$ cat config.mk
export PLATFORM = sky130hd
export DESIGN_NAME = seg7_scan_ctrl
export DESIGN_NICKNAME = d
export VERILOG_FILES = /design/src/rtl/seg7_pkg.sv /design/src/rtl/hex_to_7seg.sv /design/src/rtl/seg7_scan_ctrl.sv
export SDC_FILE = /design/constraint.sdc
export NUM_CORES = 1
export LEC_CHECK = 0
export ABC_AREA = 1
export CAP_MARGIN = 20
export CORE_MARGIN = 1.5
export CORE_UTILIZATION = 39
export CTS_CLUSTER_SIZE = 14
export DETAILED_ROUTE_END_ITERATION = 10
export REMOVE_ABC_BUFFERS = 1
export SLEW_MARGIN = 20
export SYNTH_ARGS = -nofsm -noshare
export SYNTH_HDL_FRONTEND = slang
export SYNTH_SLANG_ARGS = --single-unit
$ cat constraint.sdc
create_clock -name clk -period 5.6 [get_ports clk]
set_input_delay 0.84 -clock clk [delete_from_list [all_inputs] [get_ports clk]]
set_output_delay 0.84 -clock clk [all_outputs]
set_load 0.1 [all_outputs]
$ cat src/rtl/seg7_pkg.sv
// Shared definitions for the 7-segment scan controller: segment word layout,
// blank pattern and the scan FSM state type.
package seg7_pkg;

  localparam int SEG_W = 8;
  typedef logic [SEG_W-1:0] seg_word_t;

  // Bit positions inside the segment word; a is the MSB of the a..g field.
  localparam int SEG_DP = 7;
  localparam int SEG_A  = 6;
  localparam int SEG_B  = 5;
  localparam int SEG_C  = 4;
  localparam int SEG_D  = 3;
  localparam int SEG_E  = 2;
  localparam int SEG_F  = 1;
  localparam int SEG_G  = 0;

  localparam seg_word_t SEG_BLANK = 8'h00;

  typedef enum logic {
    ST_BLANK,
    ST_SHOW
  } scan_state_t;

endpackage

$ cat src/rtl/hex_to_7seg.sv
// Combinational hex nibble to segment pattern (a..g active-high in [6:0]).
// Bit 7 is always 0; the caller merges in the decimal point.
module hex_to_7seg
  import seg7_pkg::*;
(
  input  logic [3:0] nibble,
  output seg_word_t  pattern
);

  always_comb begin
    pattern = SEG_BLANK;
    case (nibble)
      4'h0: pattern = 8'h7E;
      4'h1: pattern = 8'h30;
      4'h2: pattern = 8'h6D;
      4'h3: pattern = 8'h79;
      4'h4: pattern = 8'h33;
      4'h5: pattern = 8'h5B;
      4'h6: pattern = 8'h5F;
      4'h7: pattern = 8'h70;
      4'h8: pattern = 8'h7F;
      4'h9: pattern = 8'h7B;
      4'hA: pattern = 8'h77;
      4'hB: pattern = 8'h1F;
      4'hC: pattern = 8'h4E;
      4'hD: pattern = 8'h3D;
      4'hE: pattern = 8'h4F;
      4'hF: pattern = 8'h47;
      default: pattern = SEG_BLANK;
    endcase
  end

endmodule

$ cat src/rtl/seg7_scan_ctrl.sv
// Time-multiplexed N-digit common-anode 7-segment scanner with blanking gaps
// and tear-free frame updates committed only at the start of digit 0.
module seg7_scan_ctrl
  import seg7_pkg::*;
#(
  parameter int NUM_DIGITS   = 8,
  parameter int DIGIT_CYCLES = 50000,
  parameter int BLANK_CYCLES = 500
) (
  input  logic                    clk,
  input  logic                    rst,
  input  logic                    load_valid,
  output logic                    load_ready,
  input  logic [4*NUM_DIGITS-1:0] load_data,
  input  logic [NUM_DIGITS-1:0]   load_dp,
  input  logic [NUM_DIGITS-1:0]   load_en,
  output logic [7:0]              seg,
  output logic [NUM_DIGITS-1:0]   an,
  output logic                    frame_start
);

  localparam int DIG_W   = $clog2(NUM_DIGITS);
  localparam int CNT_MAX = (DIGIT_CYCLES > BLANK_CYCLES) ? DIGIT_CYCLES : BLANK_CYCLES;
  localparam int CNT_W   = $clog2(CNT_MAX + 1);

  localparam logic [CNT_W-1:0] DIGIT_LAST = CNT_W'(DIGIT_CYCLES - 1);
  localparam logic [CNT_W-1:0] BLANK_LAST = CNT_W'((BLANK_CYCLES > 0) ? BLANK_CYCLES - 1 : 0);
  localparam logic [DIG_W-1:0] IDX_LAST   = DIG_W'(NUM_DIGITS - 1);
  localparam scan_state_t      FIRST_ST   = (BLANK_CYCLES > 0) ? ST_BLANK : ST_SHOW;

  scan_state_t             state_q, state_d;
  logic [CNT_W-1:0]        cnt_q, cnt_d;
  logic [DIG_W-1:0]        idx_q, idx_d;
  logic                    boot_q, boot_d;
  logic                    pending_q, pending_d;
  logic [4*NUM_DIGITS-1:0] shadow_data_q, shadow_data_d;
  logic [NUM_DIGITS-1:0]   shadow_dp_q, shadow_dp_d;
  logic [NUM_DIGITS-1:0]   shadow_en_q, shadow_en_d;
  logic [4*NUM_DIGITS-1:0] active_data_q, active_data_d;
  logic [NUM_DIGITS-1:0]   active_dp_q, active_dp_d;
  logic [NUM_DIGITS-1:0]   active_en_q, active_en_d;
  seg_word_t               seg_q, seg_d;
  logic [NUM_DIGITS-1:0]   an_q, an_d;
  logic                    frame_start_q, frame_start_d;

  logic      transfer;
  logic      frame_entry;
  logic      show_lit;
  logic [3:0] cur_nibble;
  seg_word_t dec_pattern;

  assign load_ready = ~pending_q & ~rst;
  assign transfer   = load_valid & load_ready;

  // The first edge after reset is treated as entering digit 0 so the frame
  // cadence starts cleanly from reset release.
  always_comb begin
    state_d     = state_q;
    cnt_d       = cnt_q + 1'b1;
    idx_d       = idx_q;
    boot_d      = 1'b0;
    frame_entry = 1'b0;
    if (boot_q) begin
      state_d     = FIRST_ST;
      cnt_d       = '0;
      idx_d       = '0;
      frame_entry = 1'b1;
    end else begin
      case (state_q)
        ST_BLANK: begin
          if (cnt_q == BLANK_LAST) begin
            state_d = ST_SHOW;
            cnt_d   = '0;
          end
        end
        ST_SHOW: begin
          if (cnt_q == DIGIT_LAST) begin
            state_d     = FIRST_ST;
            cnt_d       = '0;
            idx_d       = (idx_q == IDX_LAST) ? '0 : idx_q + 1'b1;
            frame_entry = (idx_q == IDX_LAST);
          end
        end
        default: state_d = ST_BLANK;
      endcase
    end
  end

  always_comb begin
    pending_d     = pending_q;
    shadow_data_d = shadow_data_q;
    shadow_dp_d   = shadow_dp_q;
    shadow_en_d   = shadow_en_q;
    active_data_d = active_data_q;
    active_dp_d   = active_dp_q;
    active_en_d   = active_en_q;
    frame_start_d = frame_entry;
    if (frame_entry && pending_q) begin
      active_data_d = shadow_data_q;
      active_dp_d   = shadow_dp_q;
      active_en_d   = shadow_en_q;
      pending_d     = 1'b0;
    end
    // Never coincides with a commit of pending data: ready is low while pending.
    if (transfer) begin
      shadow_data_d = load_data;
      shadow_dp_d   = load_dp;
      shadow_en_d   = load_en;
      pending_d     = 1'b1;
    end
  end

  assign show_lit   = (state_q == ST_SHOW) & active_en_q[idx_q];
  assign cur_nibble = active_data_q[{idx_q, 2'b00} +: 4];

  hex_to_7seg u_dec (
    .nibble  (cur_nibble),
    .pattern (dec_pattern)
  );

  for (genvar gi = 0; gi < NUM_DIGITS; gi++) begin : g_an
    assign an_d[gi] = ~(show_lit & (idx_q == DIG_W'(gi)));
  end

  always_comb begin
    seg_d = SEG_BLANK;
    if (show_lit) begin
      seg_d         = dec_pattern;
      seg_d[SEG_DP] = active_dp_q[idx_q];
    end
  end

  always_ff @(posedge clk) begin
    if (rst) begin
      state_q       <= ST_BLANK;
      cnt_q         <= '0;
      idx_q         <= '0;
      boot_q        <= 1'b1;
      pending_q     <= 1'b0;
      shadow_data_q <= '0;
      shadow_dp_q   <= '0;
      shadow_en_q   <= '0;
      active_data_q <= '0;
      active_dp_q   <= '0;
      active_en_q   <= '0;
      seg_q         <= SEG_BLANK;
      an_q          <= '1;
      frame_start_q <= 1'b0;
    end else begin
      state_q       <= state_d;
      cnt_q         <= cnt_d;
      idx_q         <= idx_d;
      boot_q        <= boot_d;
      pending_q     <= pending_d;
      shadow_data_q <= shadow_data_d;
      shadow_dp_q   <= shadow_dp_d;
      shadow_en_q   <= shadow_en_d;
      active_data_q <= active_data_d;
      active_dp_q   <= active_dp_d;
      active_en_q   <= active_en_d;
      seg_q         <= seg_d;
      an_q          <= an_d;
      frame_start_q <= frame_start_d;
    end
  end

  assign seg         = seg_q;
  assign an          = an_q;
  assign frame_start = frame_start_q;

endmodule

==> impl_results.md, run 1 <==
* Arrival @ worst endpoint at ~2.6 ns
* Slowest CP cell: clkdlybuf4s50_1
* Post-route clock period utilization at 0.606
* Max stage delay on crit path at roughly 1.2 ns
* Total core area at between 10000 and 15000 µm²
* Worst reg-to-reg setup slack at slightly below 3 ns
* Pin count of the biggest net entering global routing at slightly below 100
* Share of the synthesized area in the top cell type at 0.456
* GR Util All Layers at 0.165
* Sw Ratio at 0.238
* Root buffer cell: clkbuf_16
* DRT Wirelength at about 13 mm
* Syn-to-layout area delta at 20.9%
* Final Max Slew Viols at 0
* ANT cells at 0
* CP Data Required Time at roughly 4.8 ns
* Post-synth ARST share at 0
* Max Clk Rate at around 290 MHz
* Final setup vio count at 0
* Worst r2r dst: active_data_q[10]
* CTS max path bufs at 2
* Std cell rows at 44
* Crit-path max FO at 55
* Register share of total power at 0.454
* Worst R2R Start: idx_q[0]
* Most common cell after layout, fill and taps aside: nand2_1
* Syn Inst Count at between 800 and 900
* Routed Antenna Nets at 0
* Hold Path Depth at 2
* Synth top area cells: dfxtp_1 (46%), nand2_1 (11%), nor2_1 (7.0%)
* Die height at ~130 µm
* Inst Count DP at about 1000
* I/O Buffers at 68
* Worst Path Class, Setup: input port to output port
* Placement Cell Area at ~6600 µm²
* Cts hold-fix bufs at 0
* Max VDD drop at about 0.24 mV
* # Post-CTS Setup Buffers at 0
* Syn avg cell area at between 7 and 8 µm²
* Minimum clock period at about 3.4 ns
* WP buf/inv at 3
* Final Hold Fails at 0
* Hold Path Class: flip-flop to flip-flop
* Vias/cell at between 4 and 5
* Share of layout cells above drive strength 1 at 0.0559
* DR WL/cell at between 10 and 15 µm
* IO Pins at a little under 70
* First-pass GRT wire length at about 21 mm
* Finished Layout Cells at ~1000
* Hold Startpoint: shadow_data_q[13]
* Die Area at between 15000 and 20000 µm²
* CP startpoint kind: input port
* Max Clock Skew at about 0.0058 ns
* Worst-Margin Slew at 0.984 ns
* Endpoint class of the critical path: output port
* Crit-path cells: buf_2 > buf_4 > nor2_1 > clkdlybuf4s50_1
* Internal power at around 1.7 mW
* Initial antenna violation count at 0
* Pwr/cell area at 317 nW/µm²
* Initial Util at 0.403
* Post-Syn Area at ~6000 µm²
* RSZ-0062 raised after global routing: false
* Dpl hpwl at roughly 8.2 mm
* First-pass iteration count of the detailed router at 6
* Clk_lat worst skew at 0.42 ns
* DR iter-0 viols at about 270
* GP Congestion at between 0.7 and 0.8
* Clk pwr share at 0.450
* CTS tree: built
* Most frequent cells in the layout: nand2_1 (169), dfxtp_1 (134), nor2_1 (111), inv_1 (81), nand3_1 (78)
* Final setup TNS at 0 ns
* Grt total ovfl at 0
* Final nets at 911
* Total CTS buffers at 17
* Drt drc at 0
* Synthesized flop and latch total at approximately 140
* CTS clock-pin slew for the worst setup and hold paths at 0.05 ns
* H-tree depth at 4
* Total of cells resized after clock tree synthesis at 0
* Main synth FF type: dfxtp_1
* P_leak at around 2.8 nW
* NetSw at approximately 0.54 mW
* Status: finished, final reports clean
* Crit path max-delay family: buffers and inverters
* Worst Hold End: shadow_data_q[13]
* Gate power share at 0.096
* Number of synthesized flops with an enable pin at 0
* Maxcap violations at 0
* Distinct cells, synth at 33
* Slew headroom at 0.342
* Sinks on Clock Net at 135
* Area leader, netlist: dfxtp_1
* Sequential element share of the synthesized area at 0.456
* Post-route cell area at a little over 7000 µm²
* FF-to-FF path depth at 8
* Chip width at around 130 µm
* Via count at between 5000 and 6000
* Number of global-route vias before repair at roughly 4600
* Synth Warn # at 0
## power by group through the flow
stage | Clock [mW] | Sequential [mW] | Combinational [mW]
2_1_floorplan | 0 | 1.06 | 0.130
3_3_place_gp | 0 | 1.05 | 0.215
3_5_place_dp | 0 | 1.05 | 0.218
4_1_cts | 1.05 | 1.03 | 0.219
5_1_grt | 1.09 | 1.03 | 0.247
6_report | 1.02 | 1.03 | 0.217
## sequential cells by signal, indices dropped and copies added, names as in the netlist, 3 cells and up
signal	count
an	8
shadow_dp_q	8
cnt_q	16
seg	8
shadow_en_q	8
idx_q	3
active_en_q	8
shadow_data_q	32
active_dp_q	8
active_data_q	32
## cell families after synthesis
kind of cell             Yosys count  share of synthesized area
AND/OR/NAND/NOR                  385                      0.276
buffers and inverters            135                     0.0959
flip-flops                       135                      0.456
AO/OA/AOI/OAI                    132                      0.135
adder cells (fa/ha/maj)           14                     0.0296
XOR/XNOR                           5                    0.00739
## worst register-to-register path: stages (launching register included)
cell	delay (ns)
dfxtp_1	0.56
buf_4	0.33
ha_1	0.22
ha_1	0.25
nand4_4	0.15
nand2_4	0.68
nand3_1	0.24
nand2_1	0.13
nor2_1	0.04
## metrics by stage
step                 util  power (mW)  hold slack, ns  setup WS [ns]
finish              0.487        2.27           0.469           2.21
global route        0.487        2.37           0.487           2.16
CTS                 0.487        2.30           0.473           2.20
detailed placement  0.450        1.27           0.459           2.21
global placement    0.450        1.26           0.433           2.22
floorplan               -        1.19           0.418           1.07
## layout make-up
type                    count  area, µm²
clock buffers              22        464
multi-input cells         536       2660
clock inverters            10       78.8
repair buffers             73        713
inverters                  83        312
flip-flops and latches    135       2700
well taps                 184        230
fillers                  1456       7540
## synth_stat cells (all sizes together), types with 4 or more instances
cell type	n
o21ai	18
nand4	4
nand3	78
o22ai	4
xor2	4
nor3	11
clkbuf	23
a21oi	56
nor3b	4
nand2	173
nor2	114
o31ai	49
inv	83
ha	14
dfxtp	135
buf	29
## routing by layer
layer / vias to the layer above / routed length [µm] / GRT usage
li1: 2696 / - / -
met1: 2283 / 6390 / 0.216
met2: 87 / 5700 / 0.262
met3: 8 / 456 / 0.0382
met4: 0 / 110 / 0.0710
met5: - / 0 / 0
## worst max path at each step
stage	slack, ns	startpoint	cells past startpoint	end
final	2.21	rst	4	load_ready
after global routing	2.16	rst	4	load_ready
after CTS	2.20	rst	4	load_ready
after detailed placement	2.21	rst	4	load_ready
after global placement	2.22	rst	4	load_ready
after floorplan	1.07	pending_q	2	pending_q
Power figures use the tool's default switching activity.
==> run 2, diff against run 1 <==
==> constraint.sdc (replaced) <==
create_clock -name clk -period 3 [get_ports clk]
set_input_delay 0.45 -clock clk [delete_from_list [all_inputs] [get_ports clk]]
set_output_delay 0.45 -clock clk [all_outputs]
set_load 0.1 [all_outputs]
==> run 2 against run 1 <==
Against the previous run:
- combinational power is 91% higher
- power is 100% higher
- cell area is 2.0% higher
- critical path type is now flip-flop to flip-flop
- sequential power is 87% higher
- sequential share of layout area is 0.74 points lower
- cell count is 0.77% higher
- worst hold slack worse by 0.11 ns
==> impl_results.md, run 2 (synthesis results as in run 1) <==
* CP startpoint kind: flip-flop
* GR Util All Layers at 0.174 (+0.00891)
* Drt drc at 0 (unchanged)
* Vias/cell at 4.88 (+0.41%)
* Die height at 126 µm (unchanged)
* Initial antenna violation count at 0 (unchanged)
* Minimum clock period at roughly 2.4 ns
* Final Hold Fails at 0 (unchanged)
* Initial Util at 0.403 (unchanged)
* Biggest regs: active_data_q (32), shadow_data_q (32), cnt_q (16)
* Hold Path Depth at 1 (-1)
* Critical path endpoint: seg[3]
* Root buffer cell: clkbuf_16
* Hold Path Class: input port to flip-flop
* DR WL/cell at 12.2 µm (+0.80%)
* Number of global-route vias before repair at 4912 (+5.8%)
* Slowest CP cell: dfxtp_1
* Most common cell after layout, fill and taps aside: nand2_1
* Pin count of the biggest net entering global routing at 77 (-22%)
* RSZ-0062 raised after global routing: false
* I/O Buffers at 68 (unchanged)
* Max Clock Skew at 0.00801 ns (+0.00218 ns)
* Crit-path max FO at 15 (-73%)
* Maxcap violations at 0 (unchanged)
* Routed Antenna Nets at 0 (unchanged)
* Crit-path cells: inv_1 > o21ai_0 > o22ai_1 > inv_1 > o21ai_1 > inv_1 > ha_1 > nand2_1 > nand2_1 > nor2_1 > nor2_1
* Endpoint class of the critical path: flip-flop
* CTS max path bufs at 2 (unchanged)
* Critical Path Source: idx_q[1]
* Internal power at 3.54 mW (+100%)
* Arrival @ worst endpoint at 2.71 ns (+0.16 ns)
* CP Data Required Time at 3.31 ns (-1.45 ns)
* Max stage delay on crit path at 0.46 ns (-0.69 ns)
* Total power at 4.57 mW (+100%)
* First-pass iteration count of the detailed router at 5 (-1)
* Total core area at 14700 µm² (unchanged)
* Via count at 5134 (+1.2%)
* FF-to-FF path depth at 11 (+3)
* Final setup vio count at 0 (unchanged)
* Total CTS buffers at 17 (unchanged)
* NetSw at 1.03 mW (+90%)
* Final core utilization at 0.497 (+0.00970)
* P_leak at 2.94 nW (+3.8%)
* ANT cells at 0 (unchanged)
* Max Clk Rate at 418 MHz
* Std cell rows at 44 (unchanged)
* Worst R2R Start: idx_q[1]
* Grt total ovfl at 0 (unchanged)
* Most frequent cells in the layout: nand2_1 (169), dfxtp_1 (134), nor2_1 (111), inv_1 (81), nand3_1 (78)
* Die Area at 15900 µm² (unchanged)
* Dpl hpwl at 8.90 mm (+8.0%)
* Status: finished, final reports clean
* H-tree depth at 4 (unchanged)
* Final nets at 919 (+0.88%)
* First-pass GRT wire length at 22.6 mm (+5.7%)
* Register share of total power at 0.424 (-0.030)
* Share of layout cells above drive strength 1 at 0.0865 (+0.0306)
* Pwr/cell area at 625 nW/µm² (+97%)
* Sinks on Clock Net at 135 (unchanged)
* IO Pins at 69 (unchanged)
* Final setup TNS at 0 ns (unchanged)
* CTS clock-pin slew for the worst setup and hold paths at 0.06 ns (about the same)
* Clk_lat worst skew at 0.42 ns (about the same)
* Chip width at 126 µm (unchanged)
* Cts hold-fix bufs at 0 (unchanged)
* Worst Path Class, Setup: flip-flop to flip-flop
* GP Congestion at 0.870 (+8.9%)
* Post-route clock period utilization at 0.798
* DR iter-0 viols at 310 (+16%)
* Slew headroom at 0.527 (+0.185)
* Worst reg-to-reg setup slack at 0.61 ns (-2.28 ns)
* # Post-CTS Setup Buffers at 0 (unchanged)
* Syn-to-layout area delta at 23.3%
* Clk pwr share at 0.486 (+0.036)
* Final Max Slew Viols at 0 (unchanged)
* CTS tree: built
* Gate power share at 0.091 (-0.005)
* Max VDD drop at 0.400 mV (+69%)
* Fill count at 1436 (-1.4%)
* Worst r2r dst: seg[3]
* Total of cells resized after clock tree synthesis at 0 (unchanged)
* DRT Wirelength at 12.9 mm (+1.6%)
* Cell mode on critical path: inv_1
* Sw Ratio at 0.225 (-0.0130)
* Worst-Margin Slew at 0.710 ns (-0.274 ns)
-- run 2: stage by stage --
step                      setup WS [ns]  hold WS [ns]  std cells  instance area (µm²)
after floorplan                   -1.53         0.418        754                 5670
after global placement            0.752         0.431       1019                 6670
after detailed placement          0.623         0.439       1019                 6670
after CTS                         0.602         0.343       1051                 7300
after global routing              0.342         0.363       1051                 7300
final                             0.607         0.358       1051                 7300
-- run 2: how the worst min path moves through the flow --
stage,endpoint,from
floorplan,cnt_q[0],cnt_q[0]
global placement,cnt_q[0],cnt_q[0]
detailed placement,cnt_q[0],cnt_q[0]
CTS,boot_q,rst
global route,boot_q,rst
finish,boot_q,rst
-- run 2: layout make-up --
type                            instances  area, µm²  area share
Tap cell                              184        230      0.0315
Inverter                               83        312      0.0427
Clock inverter                          9        145      0.0199
Multi-Input combinational cell        536       2660       0.364
Clock buffer                           23        488      0.0668
Timing Repair Buffer                   81        766       0.105
Sequential cell                       135       2700       0.370
-- run 2: worst max-delay path: cells and delay by family (launching register included) --
kind	cells	cell delay [ns]
AO/OA/AOI/OAI	3	0.59
adder cells (fa/ha/maj)	1	0.32
buffers and inverters	3	0.63
flip-flops	1	0.46
AND/OR/NAND/NOR	4	0.28
-- run 2: metal layers --
layer,vias up,share of wire,track usage
li1,2717,-,-
met1,2315,0.49,0.222
met2,91,0.46,0.279
met3,11,0.042,0.0489
met4,0,0.013,0.0696
met5,-,0,0
-- run 2: power groups by stage --
stage	clock network, mW	logic [mW]	registers (mW)
6_report	2.22	0.414	1.93
4_1_cts	2.26	0.417	1.93
2_1_floorplan	0	0.243	1.98
3_5_place_dp	0	0.414	1.97
3_3_place_gp	0	0.406	1.97
5_1_grt	2.33	0.471	1.94
==> run 3, diff against run 2 <==
==> constraint.sdc (replaced) <==
create_clock -name clk -period 2.4 [get_ports clk]
set_input_delay 0.36 -clock clk [delete_from_list [all_inputs] [get_ports clk]]
set_output_delay 0.36 -clock clk [all_outputs]
set_load 0.1 [all_outputs]
==> run 3 against run 2 <==
Against the previous run:
- combinational power rose by 27%
- global-route usage fell by 0.30 points
- die area did not move
- setup slack got worse by 0.33 ns
- worst hold slack got worse by 0.011 ns
- first-iteration DRC count fell by 4.8%
- clock skew fell by 0.0022 ns
- largest power group unchanged
==> impl_results.md, run 3 (synthesis results as in run 1) <==
* Hold Startpoint: rst
* Share of layout cells above drive strength 1 at 0.0907 (+0.00420)
* Chip width at 126 µm (unchanged)
* Post-route cell area at 7350 µm² (+0.69%)
* Most frequent cells in the layout: nand2_1 (169), dfxtp_1 (133), nor2_1 (111), inv_1 (81), nand3_1 (78)
* Worst-Margin Slew at 0.547 ns (-0.163 ns)
* Root buffer cell: clkbuf_16
* GP Congestion at 0.882 (+1.3%)
* Hold Path Class: input port to flip-flop
* Max VDD drop at 0.468 mV (+17%)
* Crit-path cells: inv_1 > buf_4 > nor2_1 > o21ai_0 > nand3_1 > nand2_1 > inv_1 > ha_1 > inv_1 > nand2_1 > nand2_1 > nor2_1 > nor2_1
* First-pass iteration count of the detailed router at 5 (unchanged)
* Via count at 5154 (+0.39%)
* Max stage delay on crit path at 0.49 ns (+0.03 ns)
* H-tree depth at 4 (unchanged)
* Std cell rows at 44 (unchanged)
* Sinks on Clock Net at 135 (unchanged)
* Placement Cell Area at 6740 µm² (+1.0%)
* Cts hold-fix bufs at 0 (unchanged)
* Number of global-route vias before repair at 4695 (-4.4%)
* Slowest CP cell: dfxtp_1
* Hold Path Depth at 2 (+1)
* Worst Path Class, Setup: flip-flop to flip-flop
* Worst r2r dst: seg[0]
* Final setup vio count at 0 (unchanged)
* Initial Util at 0.403 (unchanged)
* Final setup TNS at 0 ns (unchanged)
* CTS tree: built
* ANT cells at 0 (unchanged)
* Total core area at 14700 µm² (unchanged)
* P_leak at 2.96 nW (+0.75%)
* Syn-to-layout area delta at 24.1%
* Worst reg-to-reg setup slack at 0.28 ns (-0.33 ns)
* Maxcap violations at 0 (unchanged)
* Drt drc at 0 (unchanged)
* Routed Antenna Nets at 0 (unchanged)
* Worst R2R Start: idx_q[1]
* Total CTS buffers at 17 (unchanged)
* Worst Hold End: shadow_data_q[13]
* Die height at 126 µm (unchanged)
* Clk_lat worst skew at 0.42 ns (about the same)
* DR WL/cell at 12.3 µm (+0.20%)
* Final nets at 923 (+0.44%)
* Crit path max-delay family: simple AND/OR/NAND/NOR gates
* Max Clock Skew at 0.00586 ns (-0.00215 ns)
* Crit-path max FO at 10 (-5)
* FF-to-FF path depth at 13 (+2)
* Final Hold Fails at 0 (unchanged)
* Setup WS post-layout at 0.278 ns (-0.329 ns)
* First-pass GRT wire length at 22.0 mm (-2.5%)
* Endpoint class of the critical path: flip-flop
* # Post-CTS Setup Buffers at 0 (unchanged)
* Pin count of the biggest net entering global routing at 98 (+27%)
* RSZ-0062 raised after global routing: false
* Post-route clock period utilization at 0.884 (+0.0865)
* Grt total ovfl at 0 (unchanged)
* Die Area at 15900 µm² (unchanged)
* Most common cell after layout, fill and taps aside: nand2_1
* CTS max path bufs at 2 (unchanged)
* Arrival @ worst endpoint at 2.44 ns (-0.27 ns)
* Slew headroom at 0.635 (+0.108)
* I/O Buffers at 68 (unchanged)
* Minimum clock period at 2.12 ns (-0.271 ns)
* Pwr/cell area at 769 nW/µm² (+23%)
* GR Util All Layers at 0.171 (-0.00301)
* CP startpoint kind: flip-flop
* Worst slack at placement at 0.221 ns (-0.402 ns)
* Vias/cell at 4.89 (about the same)
* Biggest regs: active_data_q (32), shadow_data_q (32), cnt_q (16)
* DRT Wirelength at 12.9 mm (+0.58%)
* WP buf/inv at 4 (+1)
* Status: finished, final reports clean
* Max Clk Rate at 471 MHz (+13%)
* DR iter-0 viols at 295 (-4.8%)
* CTS clock-pin slew for the worst setup and hold paths at 0.06 ns (about the same)
* Dpl hpwl at 9.06 mm (+1.8%)
* CP Data Required Time at 2.72 ns (-0.59 ns)
* Initial antenna violation count at 0 (unchanged)
* Total power at 5.66 mW (+24%)
* Final Max Slew Viols at 0 (unchanged)
* IO Pins at 69 (unchanged)
[run 3: through the flow]
| stage | util | hold slack [ns] | cells |
|---|---|---|---|
| 2_1_floorplan | - | 0.388 | 754 |
| 3_3_place_gp | 0.458 | 0.437 | 1023 |
| 3_5_place_dp | 0.458 | 0.438 | 1023 |
| 4_1_cts | 0.500 | 0.339 | 1055 |
| 5_1_grt | 0.500 | 0.360 | 1055 |
| 6_report | 0.500 | 0.347 | 1055 |
[run 3: how the worst max path moves through the flow]
stage / from / slack [ns] / depth (start not counted) / end
after floorplan: pending_q / -2.13 / 2 / pending_q
after global placement: idx_q[0] / 0.33 / 10 / seg[4]
after detailed placement: idx_q[0] / 0.22 / 10 / seg[4]
after CTS: idx_q[0] / 0.20 / 10 / seg[4]
after global routing: idx_q[1] / 0.04 / 13 / seg[0]
final: idx_q[1] / 0.28 / 13 / seg[0]
[run 3: power by group]
part / leakage [nW] / switching, mW / internal (mW)
Combinational: 1.55 / 0.297 / 0.228
Clock: 0.307 / 0.935 / 1.78
Sequential: 1.10 / 0.0553 / 2.36
[run 3: area by class of cell]
| class | instances | area (µm²) |
|---|---|---|
| clock inverter | 10 | 150 |
| sequential | 135 | 2710 |
| multi-input combinational | 536 | 2660 |
| timing repair buffer | 85 | 833 |
| tap | 184 | 230 |
| inverter | 83 | 312 |
| fill | 1440 | 7350 |
| clock buffer | 22 | 464 |
[run 3: repair_timing]
action                                  in CTS  in global routing
endpoints found under the setup margin       0                  4
gates resized for setup                      0                  1
hold endpoints to repair                     0                  0
[run 3: layer usage]
metal	vias up	GRT usage	wire [µm]
met1	2328	0.228	6550
met5	-	0	0
met2	92	0.267	5680
met3	17	0.0399	496
li1	2717	-	-
met4	0	0.0710	199
